[src/rtl/mips_enc_pkg.sv]
// mips_enc_pkg: shared definitions for the MIPS-I instruction encoder.
//   - enc_op_t      : request kind driven on req_op (native ops + pseudo-ops)
//   - enc_state_t   : encoder FSM states
//   - OPC_* / FN_* / RI_* : MIPS-I primary opcode, SPECIAL funct and REGIMM rt codes
//   - r_type/i_type/j_type : field packing helpers
package mips_enc_pkg;

    typedef enum logic [5:0] {
        OP_ADD     = 6'd0,  OP_ADDU   = 6'd1,  OP_SUB    = 6'd2,  OP_SUBU   = 6'd3,
        OP_AND     = 6'd4,  OP_OR     = 6'd5,  OP_XOR    = 6'd6,  OP_NOR    = 6'd7,
        OP_SLT     = 6'd8,  OP_SLTU   = 6'd9,  OP_SLL    = 6'd10, OP_SRL    = 6'd11,
        OP_SRA     = 6'd12, OP_SLLV   = 6'd13, OP_SRLV   = 6'd14, OP_SRAV   = 6'd15,
        OP_JR      = 6'd16, OP_JALR   = 6'd17, OP_SYSCALL= 6'd18, OP_MFHI   = 6'd19,
        OP_MTHI    = 6'd20, OP_MFLO   = 6'd21, OP_MTLO   = 6'd22, OP_ADDI   = 6'd23,
        OP_ADDIU   = 6'd24, OP_SLTI   = 6'd25, OP_SLTIU  = 6'd26, OP_ANDI   = 6'd27,
        OP_ORI     = 6'd28, OP_XORI   = 6'd29, OP_LUI    = 6'd30, OP_LB     = 6'd31,
        OP_LH      = 6'd32, OP_LW     = 6'd33, OP_LBU    = 6'd34, OP_LHU    = 6'd35,
        OP_SB      = 6'd36, OP_SH     = 6'd37, OP_SW     = 6'd38, OP_BEQ    = 6'd39,
        OP_BNE     = 6'd40, OP_BLEZ   = 6'd41, OP_BGTZ   = 6'd42, OP_BLTZ   = 6'd43,
        OP_BGEZ    = 6'd44, OP_BLTZAL = 6'd45, OP_BGEZAL = 6'd46, OP_J      = 6'd47,
        OP_JAL     = 6'd48,
        // pseudo-ops
        OP_NOP     = 6'd49, OP_MOVE   = 6'd50, OP_LI     = 6'd51, OP_BLT    = 6'd52,
        OP_BGE     = 6'd53
    } enc_op_t;

    typedef enum logic [0:0] {
        ST_IDLE   = 1'b0,
        ST_SECOND = 1'b1
    } enc_state_t;

    // primary opcodes
    localparam logic [5:0] OPC_SPECIAL = 6'h00, OPC_REGIMM = 6'h01, OPC_J     = 6'h02,
                           OPC_JAL     = 6'h03, OPC_BEQ    = 6'h04, OPC_BNE   = 6'h05,
                           OPC_BLEZ    = 6'h06, OPC_BGTZ   = 6'h07, OPC_ADDI  = 6'h08,
                           OPC_ADDIU   = 6'h09, OPC_SLTI   = 6'h0A, OPC_SLTIU = 6'h0B,
                           OPC_ANDI    = 6'h0C, OPC_ORI    = 6'h0D, OPC_XORI  = 6'h0E,
                           OPC_LUI     = 6'h0F, OPC_LB     = 6'h20, OPC_LH    = 6'h21,
                           OPC_LW      = 6'h23, OPC_LBU    = 6'h24, OPC_LHU   = 6'h25,
                           OPC_SB      = 6'h28, OPC_SH     = 6'h29, OPC_SW    = 6'h2B;

    // SPECIAL funct codes
    localparam logic [5:0] FN_SLL  = 6'h00, FN_SRL  = 6'h02, FN_SRA  = 6'h03, FN_SLLV = 6'h04,
                           FN_SRLV = 6'h06, FN_SRAV = 6'h07, FN_JR   = 6'h08, FN_JALR = 6'h09,
                           FN_SYSCALL = 6'h0C, FN_MFHI = 6'h10, FN_MTHI = 6'h11,
                           FN_MFLO = 6'h12, FN_MTLO = 6'h13, FN_ADD  = 6'h20, FN_ADDU = 6'h21,
                           FN_SUB  = 6'h22, FN_SUBU = 6'h23, FN_AND  = 6'h24, FN_OR   = 6'h25,
                           FN_XOR  = 6'h26, FN_NOR  = 6'h27, FN_SLT  = 6'h2A, FN_SLTU = 6'h2B;

    // REGIMM rt codes
    localparam logic [4:0] RI_BLTZ = 5'h00, RI_BGEZ = 5'h01, RI_BLTZAL = 5'h10, RI_BGEZAL = 5'h11;

    // $at, used as the compare scratch register by BLT/BGE
    localparam logic [4:0] REG_AT = 5'd1;

    function automatic logic [31:0] r_type(input logic [4:0] rs, input logic [4:0] rt,
                                           input logic [4:0] rd, input logic [4:0] sh,
                                           input logic [5:0] fn);
        return {OPC_SPECIAL, rs, rt, rd, sh, fn};
    endfunction

    function automatic logic [31:0] i_type(input logic [5:0] opc, input logic [4:0] rs,
                                           input logic [4:0] rt, input logic [15:0] imm);
        return {opc, rs, rt, imm};
    endfunction

    function automatic logic [31:0] j_type(input logic [5:0] opc, input logic [25:0] tgt);
        return {opc, tgt};
    endfunction

endpackage

[src/rtl/mips_enc_pack.sv]
// mips_enc_pack: combinational field packer and range checker.
//   i_op/i_rs/i_rt/i_rd/i_shamt/i_imm : request fields
//   o_word1, o_word2 : encoded words (o_word2 meaningful only with o_two_word)
//   o_two_word       : request expands to two words
//   o_illegal        : unknown op or immediate out of range
// Fields an instruction does not use are packed as zero.
module mips_enc_pack
    import mips_enc_pkg::*;
(
    input  logic [5:0]  i_op,
    input  logic [4:0]  i_rs,
    input  logic [4:0]  i_rt,
    input  logic [4:0]  i_rd,
    input  logic [4:0]  i_shamt,
    input  logic [31:0] i_imm,
    output logic [31:0] o_word1,
    output logic [31:0] o_word2,
    output logic        o_two_word,
    output logic        o_illegal
);

    logic        w_sext_ok;
    logic        w_zext_ok;
    logic        w_jmp_ok;
    logic [15:0] w_imm16;

    assign w_sext_ok = (i_imm[31:16] == {16{i_imm[15]}});
    assign w_zext_ok = (i_imm[31:16] == 16'h0000);
    assign w_jmp_ok  = (i_imm[31:26] == 6'b000000);
    assign w_imm16   = i_imm[15:0];

    // Decode the op into one or two words and flag range violations.
    always_comb begin
        o_word1    = 32'h0000_0000;
        o_word2    = 32'h0000_0000;
        o_two_word = 1'b0;
        o_illegal  = 1'b0;
        case (i_op)
            OP_ADD:     o_word1 = r_type(i_rs, i_rt, i_rd, 5'd0, FN_ADD);
            OP_ADDU:    o_word1 = r_type(i_rs, i_rt, i_rd, 5'd0, FN_ADDU);
            OP_SUB:     o_word1 = r_type(i_rs, i_rt, i_rd, 5'd0, FN_SUB);
            OP_SUBU:    o_word1 = r_type(i_rs, i_rt, i_rd, 5'd0, FN_SUBU);
            OP_AND:     o_word1 = r_type(i_rs, i_rt, i_rd, 5'd0, FN_AND);
            OP_OR:      o_word1 = r_type(i_rs, i_rt, i_rd, 5'd0, FN_OR);
            OP_XOR:     o_word1 = r_type(i_rs, i_rt, i_rd, 5'd0, FN_XOR);
            OP_NOR:     o_word1 = r_type(i_rs, i_rt, i_rd, 5'd0, FN_NOR);
            OP_SLT:     o_word1 = r_type(i_rs, i_rt, i_rd, 5'd0, FN_SLT);
            OP_SLTU:    o_word1 = r_type(i_rs, i_rt, i_rd, 5'd0, FN_SLTU);
            OP_SLL:     o_word1 = r_type(5'd0, i_rt, i_rd, i_shamt, FN_SLL);
            OP_SRL:     o_word1 = r_type(5'd0, i_rt, i_rd, i_shamt, FN_SRL);
            OP_SRA:     o_word1 = r_type(5'd0, i_rt, i_rd, i_shamt, FN_SRA);
            OP_SLLV:    o_word1 = r_type(i_rs, i_rt, i_rd, 5'd0, FN_SLLV);
            OP_SRLV:    o_word1 = r_type(i_rs, i_rt, i_rd, 5'd0, FN_SRLV);
            OP_SRAV:    o_word1 = r_type(i_rs, i_rt, i_rd, 5'd0, FN_SRAV);
            OP_JR:      o_word1 = r_type(i_rs, 5'd0, 5'd0, 5'd0, FN_JR);
            OP_JALR:    o_word1 = r_type(i_rs, 5'd0, i_rd, 5'd0, FN_JALR);
            OP_SYSCALL: o_word1 = r_type(5'd0, 5'd0, 5'd0, 5'd0, FN_SYSCALL);
            OP_MFHI:    o_word1 = r_type(5'd0, 5'd0, i_rd, 5'd0, FN_MFHI);
            OP_MTHI:    o_word1 = r_type(i_rs, 5'd0, 5'd0, 5'd0, FN_MTHI);
            OP_MFLO:    o_word1 = r_type(5'd0, 5'd0, i_rd, 5'd0, FN_MFLO);
            OP_MTLO:    o_word1 = r_type(i_rs, 5'd0, 5'd0, 5'd0, FN_MTLO);
            OP_ADDI:    begin o_word1 = i_type(OPC_ADDI,  i_rs, i_rt, w_imm16); o_illegal = !w_sext_ok; end
            OP_ADDIU:   begin o_word1 = i_type(OPC_ADDIU, i_rs, i_rt, w_imm16); o_illegal = !w_sext_ok; end
            OP_SLTI:    begin o_word1 = i_type(OPC_SLTI,  i_rs, i_rt, w_imm16); o_illegal = !w_sext_ok; end
            OP_SLTIU:   begin o_word1 = i_type(OPC_SLTIU, i_rs, i_rt, w_imm16); o_illegal = !w_sext_ok; end
            OP_ANDI:    begin o_word1 = i_type(OPC_ANDI,  i_rs, i_rt, w_imm16); o_illegal = !w_zext_ok; end
            OP_ORI:     begin o_word1 = i_type(OPC_ORI,   i_rs, i_rt, w_imm16); o_illegal = !w_zext_ok; end
            OP_XORI:    begin o_word1 = i_type(OPC_XORI,  i_rs, i_rt, w_imm16); o_illegal = !w_zext_ok; end
            OP_LUI:     begin o_word1 = i_type(OPC_LUI,   5'd0, i_rt, w_imm16); o_illegal = !w_zext_ok; end
            OP_LB:      begin o_word1 = i_type(OPC_LB,    i_rs, i_rt, w_imm16); o_illegal = !w_sext_ok; end
            OP_LH:      begin o_word1 = i_type(OPC_LH,    i_rs, i_rt, w_imm16); o_illegal = !w_sext_ok; end
            OP_LW:      begin o_word1 = i_type(OPC_LW,    i_rs, i_rt, w_imm16); o_illegal = !w_sext_ok; end
            OP_LBU:     begin o_word1 = i_type(OPC_LBU,   i_rs, i_rt, w_imm16); o_illegal = !w_sext_ok; end
            OP_LHU:     begin o_word1 = i_type(OPC_LHU,   i_rs, i_rt, w_imm16); o_illegal = !w_sext_ok; end
            OP_SB:      begin o_word1 = i_type(OPC_SB,    i_rs, i_rt, w_imm16); o_illegal = !w_sext_ok; end
            OP_SH:      begin o_word1 = i_type(OPC_SH,    i_rs, i_rt, w_imm16); o_illegal = !w_sext_ok; end
            OP_SW:      begin o_word1 = i_type(OPC_SW,    i_rs, i_rt, w_imm16); o_illegal = !w_sext_ok; end
            OP_BEQ:     begin o_word1 = i_type(OPC_BEQ,   i_rs, i_rt, w_imm16); o_illegal = !w_sext_ok; end
            OP_BNE:     begin o_word1 = i_type(OPC_BNE,   i_rs, i_rt, w_imm16); o_illegal = !w_sext_ok; end
            OP_BLEZ:    begin o_word1 = i_type(OPC_BLEZ,  i_rs, 5'd0, w_imm16); o_illegal = !w_sext_ok; end
            OP_BGTZ:    begin o_word1 = i_type(OPC_BGTZ,  i_rs, 5'd0, w_imm16); o_illegal = !w_sext_ok; end
            OP_BLTZ:    begin o_word1 = i_type(OPC_REGIMM, i_rs, RI_BLTZ,   w_imm16); o_illegal = !w_sext_ok; end
            OP_BGEZ:    begin o_word1 = i_type(OPC_REGIMM, i_rs, RI_BGEZ,   w_imm16); o_illegal = !w_sext_ok; end
            OP_BLTZAL:  begin o_word1 = i_type(OPC_REGIMM, i_rs, RI_BLTZAL, w_imm16); o_illegal = !w_sext_ok; end
            OP_BGEZAL:  begin o_word1 = i_type(OPC_REGIMM, i_rs, RI_BGEZAL, w_imm16); o_illegal = !w_sext_ok; end
            OP_J:       begin o_word1 = j_type(OPC_J,   i_imm[25:0]); o_illegal = !w_jmp_ok; end
            OP_JAL:     begin o_word1 = j_type(OPC_JAL, i_imm[25:0]); o_illegal = !w_jmp_ok; end
            OP_NOP:     o_word1 = 32'h0000_0000;
            OP_MOVE:    o_word1 = r_type(i_rs, 5'd0, i_rd, 5'd0, FN_ADDU);
            OP_LI: begin
                // pick the shortest sequence that reproduces the 32-bit constant
                if (w_sext_ok) begin
                    o_word1 = i_type(OPC_ADDIU, 5'd0, i_rt, w_imm16);
                end else if (w_zext_ok) begin
                    o_word1 = i_type(OPC_ORI, 5'd0, i_rt, w_imm16);
                end else begin
                    o_word1    = i_type(OPC_LUI, 5'd0, i_rt, i_imm[31:16]);
                    o_word2    = i_type(OPC_ORI, i_rt, i_rt, w_imm16);
                    o_two_word = 1'b1;
                end
            end
            OP_BLT: begin
                // offset is taken relative to the branch, i.e. the second word
                o_word1    = r_type(i_rs, i_rt, REG_AT, 5'd0, FN_SLT);
                o_word2    = i_type(OPC_BNE, REG_AT, 5'd0, w_imm16);
                o_two_word = 1'b1;
                o_illegal  = !w_sext_ok;
            end
            OP_BGE: begin
                o_word1    = r_type(i_rs, i_rt, REG_AT, 5'd0, FN_SLT);
                o_word2    = i_type(OPC_BEQ, REG_AT, 5'd0, w_imm16);
                o_two_word = 1'b1;
                o_illegal  = !w_sext_ok;
            end
            default:    o_illegal = 1'b1;
        endcase
    end

endmodule

[src/rtl/mips_encode.sv]
// mips_encode: MIPS-I instruction encoder with valid/ready request and output handshakes.
//   clk, rst                : clock, synchronous active-high reset
//   req_valid/req_ready     : request handshake; req_op/rs/rt/rd/shamt/imm are the fields
//   out_valid/out_ready     : encoded-word handshake, word on out_instr
//   err_illegal             : one-cycle pulse after a rejected request
// Holds the FSM, the output register and the second-word holding register;
// all packing lives in mips_enc_pack.
module mips_encode
    import mips_enc_pkg::*;
(
    input  logic        clk,
    input  logic        rst,
    input  logic        req_valid,
    output logic        req_ready,
    input  logic [5:0]  req_op,
    input  logic [4:0]  req_rs,
    input  logic [4:0]  req_rt,
    input  logic [4:0]  req_rd,
    input  logic [4:0]  req_shamt,
    input  logic [31:0] req_imm,
    output logic        out_valid,
    input  logic        out_ready,
    output logic [31:0] out_instr,
    output logic        err_illegal
);

    enc_state_t  r_state;
    logic        r_out_valid;
    logic [31:0] r_out_instr;
    logic [31:0] r_word2;
    logic        r_err;

    enc_state_t  w_state_nxt;
    logic        w_out_valid_nxt;
    logic [31:0] w_out_instr_nxt;
    logic [31:0] w_word2_nxt;
    logic        w_err_nxt;

    logic [31:0] w_word1;
    logic [31:0] w_word2;
    logic        w_two_word;
    logic        w_illegal;
    logic        w_accept;
    logic        w_out_fire;

    mips_enc_pack u_pack (
        .i_op       (req_op),
        .i_rs       (req_rs),
        .i_rt       (req_rt),
        .i_rd       (req_rd),
        .i_shamt    (req_shamt),
        .i_imm      (req_imm),
        .o_word1    (w_word1),
        .o_word2    (w_word2),
        .o_two_word (w_two_word),
        .o_illegal  (w_illegal)
    );

    assign req_ready  = (r_state == ST_IDLE) && (!r_out_valid || out_ready);
    assign w_accept   = req_valid && req_ready;
    assign w_out_fire = r_out_valid && out_ready;

    assign out_valid   = r_out_valid;
    assign out_instr   = r_out_instr;
    assign err_illegal = r_err;

    // Next-state and next-output decode.
    always_comb begin
        w_state_nxt     = r_state;
        w_out_valid_nxt = r_out_valid && !out_ready;
        w_out_instr_nxt = r_out_instr;
        w_word2_nxt     = r_word2;
        w_err_nxt       = 1'b0;
        case (r_state)
            ST_IDLE: begin
                if (w_accept) begin
                    if (w_illegal) begin
                        w_err_nxt = 1'b1;
                    end else begin
                        w_out_valid_nxt = 1'b1;
                        w_out_instr_nxt = w_word1;
                        if (w_two_word) begin
                            w_word2_nxt = w_word2;
                            w_state_nxt = ST_SECOND;
                        end else begin
                            w_state_nxt = ST_IDLE;
                        end
                    end
                end else begin
                    w_state_nxt = ST_IDLE;
                end
            end
            ST_SECOND: begin
                // word 2 replaces word 1 on the very edge word 1 is taken
                if (w_out_fire) begin
                    w_out_valid_nxt = 1'b1;
                    w_out_instr_nxt = r_word2;
                    w_state_nxt     = ST_IDLE;
                end else begin
                    w_state_nxt = ST_SECOND;
                end
            end
            default: begin
                w_state_nxt     = ST_IDLE;
                w_out_valid_nxt = 1'b0;
            end
        endcase
    end

    // State and output registers; reset discards any pending words.
    always_ff @(posedge clk) begin
        if (rst) begin
            r_state     <= ST_IDLE;
            r_out_valid <= 1'b0;
            r_out_instr <= 32'h0000_0000;
            r_word2     <= 32'h0000_0000;
            r_err       <= 1'b0;
        end else begin
            r_state     <= w_state_nxt;
            r_out_valid <= w_out_valid_nxt;
            r_out_instr <= w_out_instr_nxt;
            r_word2     <= w_word2_nxt;
            r_err       <= w_err_nxt;
        end
    end

endmodule

[config.mk]
export PLATFORM = sky130hd
export DESIGN_NAME = mips_encode
export DESIGN_NICKNAME = d
export VERILOG_FILES = /design/src/rtl/mips_enc_pkg.sv /design/src/rtl/mips_enc_pack.sv /design/src/rtl/mips_encode.sv
export SDC_FILE = /design/constraint.sdc
export NUM_CORES = 1
export LEC_CHECK = 0
export ABC_CLOCK_PERIOD_IN_PS = 4600
export CORE_MARGIN = 4
export CORE_UTILIZATION = 30
export CTS_BUF_LIST = sky130_fd_sc_hd__clkbuf_4 sky130_fd_sc_hd__clkbuf_8 sky130_fd_sc_hd__clkbuf_16
export CTS_CLUSTER_DIAMETER = 120
export DETAILED_ROUTE_END_ITERATION = 8
export DONT_BUFFER_PORTS = 1
export GPL_TIMING_DRIVEN = 0
export PLACE_DENSITY = 0.45
export SLEW_MARGIN = 20
export SYNTH_ARGS = -nofsm -noshare
export SYNTH_HDL_FRONTEND = slang
export SYNTH_HIERARCHICAL = 1
export SYNTH_SLANG_ARGS = --single-unit
[constraint.sdc]
create_clock -name clk -period 4.6 [get_ports clk]
set_input_delay 0.92 -clock clk [delete_from_list [all_inputs] [get_ports clk]]
set_output_delay 0.92 -clock clk [all_outputs]
set_load 0.02 [all_outputs]
==> flow_summary.ini, run 1 <==
[global_route]
grt_overflow = 0
grt_max_degree = 13
antenna_found_initial = 0
grt_pass1_wl_mm = 26.1
first_global_vias = 4351
grt_usage_pct = 18.4

[yosys]
ys_ff_latch = 67
seq_area_frac_synth_pct = 27.3
syn_avg_cell_area_um2 = 8.57
yosysWarnings = 6
syn_area_um2 = 4920
netlist_instances = 574
async_reset_ff_share_pct = 0
synth_cell_types = 57
yosys_most_used_dff = dfxtp_1
synth_top_area_share_pct = 27.3
synth_edf_count = 0
yosysTopAreaCell = dfxtp_1
synth_area_leaders = dfxtp_1, mux2i_1, nand2b_1

[floorplanning]
die_w_um = 136
die_h_um = 136
initial_core_util_pct = 30.8
coreArea_um2 = 16000
ios = 97
die_area_um2 = 18500
num_rows = 46

[placement]
preCtsSetupSlack_ns = 0.652
dp_hpwl_mm = 13.5
port_buffers = 0
placed_cell_area_um2 = 5200
gp_congestion = 0.904

[sta]
slew_headroom_pct = 36.1
hold_viol_final = 0
maxSlewViolCount = 0
finClkSkew_ns = 0.00491
tns_ns = 0
setup_viol = 0
fmax_mhz = 272
worst_slack_ns = 0.926
fin_crit_sh_pct = 79.9
layout_min_cycle_time_ns = 3.67
timing.hold.ws_ns = 0.475
worst_pin_slew_ns = 0.955
rsz0062_at_grt = no

[drt]
vias = 4330
routed_via_density = 5.35
drtIter0Drc = 318
drc = 0
dr.pass1.iters = 5
routed_wirelength_mm = 17.2
antenna_left = 0
wl_per_cell_um = 21.2

[clocking]
cts.repair.resized = 0
postCtsHoldBufs = 0
clock_sinks = 67
root_buffer = clkbuf_16
numCtsBuffers = 9
clock_latency_ns = 0.33
clk_pin_slew_ns = 0.06
cts_tree = done
cts_htree_levels = 3
cts.path.max_buffers = 2
post-cts-setup-buffers = 0

[final_layout]
antennaDiodeCount = 0
fin_nets = 650
syn_to_final_growth_pct = 12.9
final_common_cell = nand2b_1
drive_gt1_share_pct = 11.1
layout_common_cells = nand2b_1, mux2i_1, dfxtp_1
postLayoutCellArea_um2 = 5550
final_util_pct = 34.7

[setup_path]
start_kind = input port
end_kind = register
crit_type = input port to register
path_cells = or4_1 -> nor3_2 -> nand2_2 -> clkbuf_1 -> o211ai_1 -> nand4_1 -> nor3b_2 -> and3_1 -> buf_4 -> buf_6 -> mux2i_1
cpPeakStageDelay_ns = 0.53
path_max_fanout = 10
required_ns = 4.86
cpLargestDelayFamily = simple AND/OR/NAND/NOR gates
critPathBufInv = 3
cp_slowest_cell = or4_1
worstPathArrival_ns = 3.93

[pwr]
switching_share_pct = 26.5
power_switching_mw = 0.451
p_int_mw = 1.25
p_seq_share_pct = 36.7
vdd_ir_drop_max_v = 0.000129
power_density_nw_per_um2 = 306
clockPowerShare_pct = 48.4
pwr-share-comb_pct = 14.9
p_leak_nw = 2.03

[flow_run]
max_cap_violations = 0

[run_status]
status = complete, no violations

[hold_path]
min_path_type = register to register
worst paths after layout:
check | start | endpoint | slack, ns | cells past startpoint
setup / recovery | req_imm[26] | r_word2[1] | 0.93 | 11
hold / removal | r_word2[29] | r_word2[29] | 0.47 | 2
setup reg to reg | out_valid | out_instr[0] | 3.00 | 4
hold reg to reg | r_word2[29] | r_word2[29] | 0.47 | 2
sequential cells by signal, summed over array words and instances (netlist names):
name	count
r_state	1
err_illegal	1
out_valid	1
out_instr	32
r_word2	32
cell usage after synthesis (2+ instances only):
| cell | instances |
|---|---|
| nor2_1 | 49 |
| o21ai_0 | 6 |
| o32ai_1 | 5 |
| buf_1 | 2 |
| mux2_1 | 24 |
| buf_2 | 5 |
| nand4_1 | 4 |
| nand3_1 | 8 |
| clkbuf_1 | 24 |
| and3_1 | 12 |
| inv_1 | 4 |
| o211ai_1 | 4 |
| a211oi_1 | 2 |
| a22o_1 | 13 |
| nand2b_1 | 74 |
| and2_1 | 9 |
| nand2_1 | 15 |
| and2b_1 | 4 |
| nor3_1 | 7 |
| a21o_1 | 4 |
| a32oi_1 | 3 |
| buf_4 | 20 |
| nor3b_1 | 3 |
| mux2i_1 | 67 |
| nor2b_1 | 51 |
| dfxtp_1 | 67 |
| a22oi_1 | 4 |
| o22ai_1 | 6 |
| or3_1 | 2 |
| mux2_2 | 10 |
| xnor2_1 | 2 |
| buf_6 | 5 |
| a21oi_1 | 17 |
| a221o_1 | 18 |
| or4_1 | 2 |
power by group through the flow:
| stage | sequential [mW] | clock (mW) | combinational, mW |
|---|---|---|---|
| after floorplan | 0.634 | 0 | 0.187 |
| after global placement | 0.638 | 0 | 0.253 |
| after detailed placement | 0.638 | 0 | 0.252 |
| after CTS | 0.625 | 0.839 | 0.253 |
| after global routing | 0.626 | 0.862 | 0.275 |
| final | 0.625 | 0.824 | 0.253 |
layer usage:
| layer | up-vias | GRT usage (%) | part of all wire [%] |
|---|---|---|---|
| met4 | 0 | 6.77 | 2.4 |
| met5 | - | 0 | 0 |
| met2 | 139 | 30.7 | 48 |
| li1 | 2052 | - | - |
| met3 | 25 | 4.85 | 6.8 |
| met1 | 2114 | 22.9 | 43 |
through the flow:
step	instances	power, mW
floorplan	577	0.822
CTS	809	1.72
global placement	793	0.891
detailed placement	793	0.891
finish	809	1.70
global route	809	1.76
cell type report:
class	count	area [µm²]
Fill cell	1734	10400
Multi-Input combinational cell	450	3250
Sequential cell	67	1340
Buffer	56	329
Tap cell	216	270
Clock buffer	10	239
Clock inverter	6	113
Inverter	4	15.0
cells by family (layout without fill, tap and decap cells):
kind of cell           after synthesis  in the layout  share of synthesized area, %
XOR/XNOR                             2              2                         0.356
AO/OA/AOI/OAI                       93             93                          14.7
other                                1              4                        0.0762
buffers and inverters               60             76                          6.99
flip-flops                          67             67                          27.3
multiplexers                       101            101                          21.4
AND/OR/NAND/NOR                    250            250                          29.2
worst reg2reg max path, cell delays in order, from the launching register on:
cell	delay, ns
dfxtp_1	0.51
nand2b_1	0.21
o211ai_4	0.16
buf_4	0.26
mux2_1	0.35
Note: power is estimated with default switching activity, not from simulation.
==> run 2: changes to the inputs <==
- ABC_AREA: unset -> 1
- ABC_CLOCK_PERIOD_IN_PS: 4600 -> 3200
- PLACE_DENSITY: 0.45 -> 0.46
- clock period: 4.6 -> 3.2 ns (I/O delays scaled with it)
==> run 2 against run 1 <==
Compared with the run above:
- synthesized cell count increased by 63%
- first-iteration DRC count down 7.5%
- area after synthesis increased by 7.8%
- sequential share of layout area fell by 1.3 points
- total power is 42% higher
- non-clock buffer count is 3 higher
- sequential power rose by 60%
- global-route usage rose by 0.36 points
- critical path type unchanged
==> flow_summary.ini, run 2 <==
[clocking]
clock_latency_ns = 0.33
cts.repair.resized = 0
cts_tree = done
cts.path.max_buffers = 2
postCtsHoldBufs = 0
clock_sinks = 67
numCtsBuffers = 9
cts_htree_levels = 3
clk_pin_slew_ns = 0.06
root_buffer = clkbuf_16
post-cts-setup-buffers = 0

[sta]
hold_viol_final = 0
maxSlewViolCount = 0
setup_viol = 0
tns_ns = 0
fmax_mhz = 341
finClkSkew_ns = 0.00979
fin_crit_sh_pct = 91.6
slew_headroom_pct = 56.8
worst_pin_slew_ns = 0.645
layout_min_cycle_time_ns = 2.93
rsz0062_at_grt = no

[setup_path]
path_max_fanout = 10
start_kind = input port
crit_top_cell = nand2_1
worstPathArrival_ns = 3.16
required_ns = 3.43
r2r_slack_ns = 1.53
cpLargestDelayFamily = simple AND/OR/NAND/NOR gates
end_kind = register
crit_type = input port to register
cp_slowest_cell = nor2_2
path_cells = buf_4 -> nor2_2 -> nand2_1 -> o21ai_1 -> nand2_1 -> nand2_1 -> nor2_1 -> nand2_1 -> nand3_1 -> inv_1 -> nand4_4 -> nor2_2 -> buf_6 -> buf_4 -> nand2_1 -> nand2_1 -> nor2_1
cpPeakStageDelay_ns = 0.40
critPathBufInv = 4

[pwr]
power_density_nw_per_um2 = 413
vdd_ir_drop_max_v = 0.000285
p_leak_nw = 2.68
fin_total_pwr_mw = 2.42

[global_route]
grt_pass1_wl_mm = 29.7
grt_max_degree = 11
grt_usage_pct = 18.8
grt_overflow = 0
first_global_vias = 5483
antenna_found_initial = 0

[yosys]
synth_top_cells_by_count = nand2_1, nor2_1, inv_1, dfxtp_1, nand4_1
async_reset_ff_share_pct = 0
synth_top_area_share_pct = 25.3
synth_edf_count = 0
yosysWarnings = 6
synth_cell_types = 36
synth_area_leaders = dfxtp_1, nand2_1, nor2_1
yosys_most_used_dff = dfxtp_1
yosysMostFrequentCell = nand2_1
netlist_instances = 936
syn_area_um2 = 5300
seq_area_frac_synth_pct = 25.3
yosysTopAreaCell = dfxtp_1
syn_avg_cell_area_um2 = 5.67
ys_ff_latch = 67

[flow_run]
max_cap_violations = 0

[drt]
antenna_left = 0
drc = 0
routed_via_density = 4.63
dr.pass1.iters = 5
routed_wirelength_mm = 18.6
wl_per_cell_um = 15.8
drtIter0Drc = 294
vias = 5462

[floorplanning]
ios = 97
num_rows = 48
die_area_um2 = 19900
die_w_um = 141
initial_core_util_pct = 30.7
die_h_um = 141
coreArea_um2 = 17300

[final_layout]
layout_common_cells = nand2_1, nor2_1, inv_1
final_common_cell = nand2_1
final_util_pct = 33.9
syn_to_final_growth_pct = 10.6
fill_cells = 2017
fin_nets = 1012
drive_gt1_share_pct = 10.7
final_cell_count_no_fill = 1180
antennaDiodeCount = 0

[placement]
gp_congestion = 0.947
dp.cells = 1164
port_buffers = 0
dp_hpwl_mm = 15.2

[hold_path]
min_path_type = input port to register

[run_status]
status = complete, no violations
run 2: logic make-up after synthesis:
group,after synthesis,synth area share (%)
other cells,1,0.0707
buf+inv,163,15.0
simple gates,626,51.6
flops,67,25.3
compound gates,79,8.07
run 2: final timing paths:
check                  start  depth (start not counted)             to
setup / recovery   req_op[0]                         17    r_word2[23]
hold / removal           rst                          1        r_state
setup reg to reg   out_valid                          7  out_instr[24]
hold reg to reg   r_word2[1]                          2     r_word2[1]
run 2: per-layer routing:
metal / track usage, % / routed length [µm] / vias to the layer above
li1: - / - / 2936
met1: 24.6 / 8530 / 2336
met2: 30.4 / 8250 / 160
met3: 4.58 / 1380 / 30
met4: 6.27 / 479 / 0
met5: 0 / 0 / -
run 2: layout make-up:
class | count | area (µm²) | area share (%)
plain buffers | 59 | 393 | 6.70
inverters | 104 | 402 | 6.85
flip-flops and latches | 67 | 1340 | 22.9
well taps | 225 | 282 | 4.80
clock inverters | 3 | 15.0 | 0.256
clock buffers | 13 | 255 | 4.35
multi-input cells | 709 | 3180 | 54.2
run 2: worst register-to-register path: stages (launching register included):
cell and delay (ns):
dfxtp_1 0.50, inv_1 0.10, o21ai_1 0.20, buf_2 0.24, buf_2 0.25, nand4_1 0.12, nand2_1 0.10, nor2_1 0.04
run 2: through the flow:
stage / hold slack, ns / worst slack [ns] / cell area, µm²
2_1_floorplan: 0.454 / 0.747 / 5310
3_3_place_gp: 0.462 / -0.0721 / 5600
3_5_place_dp: 0.471 / -0.0407 / 5600
4_1_cts: 0.359 / 0.314 / 5870
5_1_grt: 0.364 / 0.0279 / 5870
6_report: 0.371 / 0.269 / 5870
run 2: power breakdown:
part           internal, mW  switching, mW  total, mW
Clock                 0.555          0.352      0.907
Combinational         0.182          0.333      0.515
Sequential            0.896          0.106       1.00
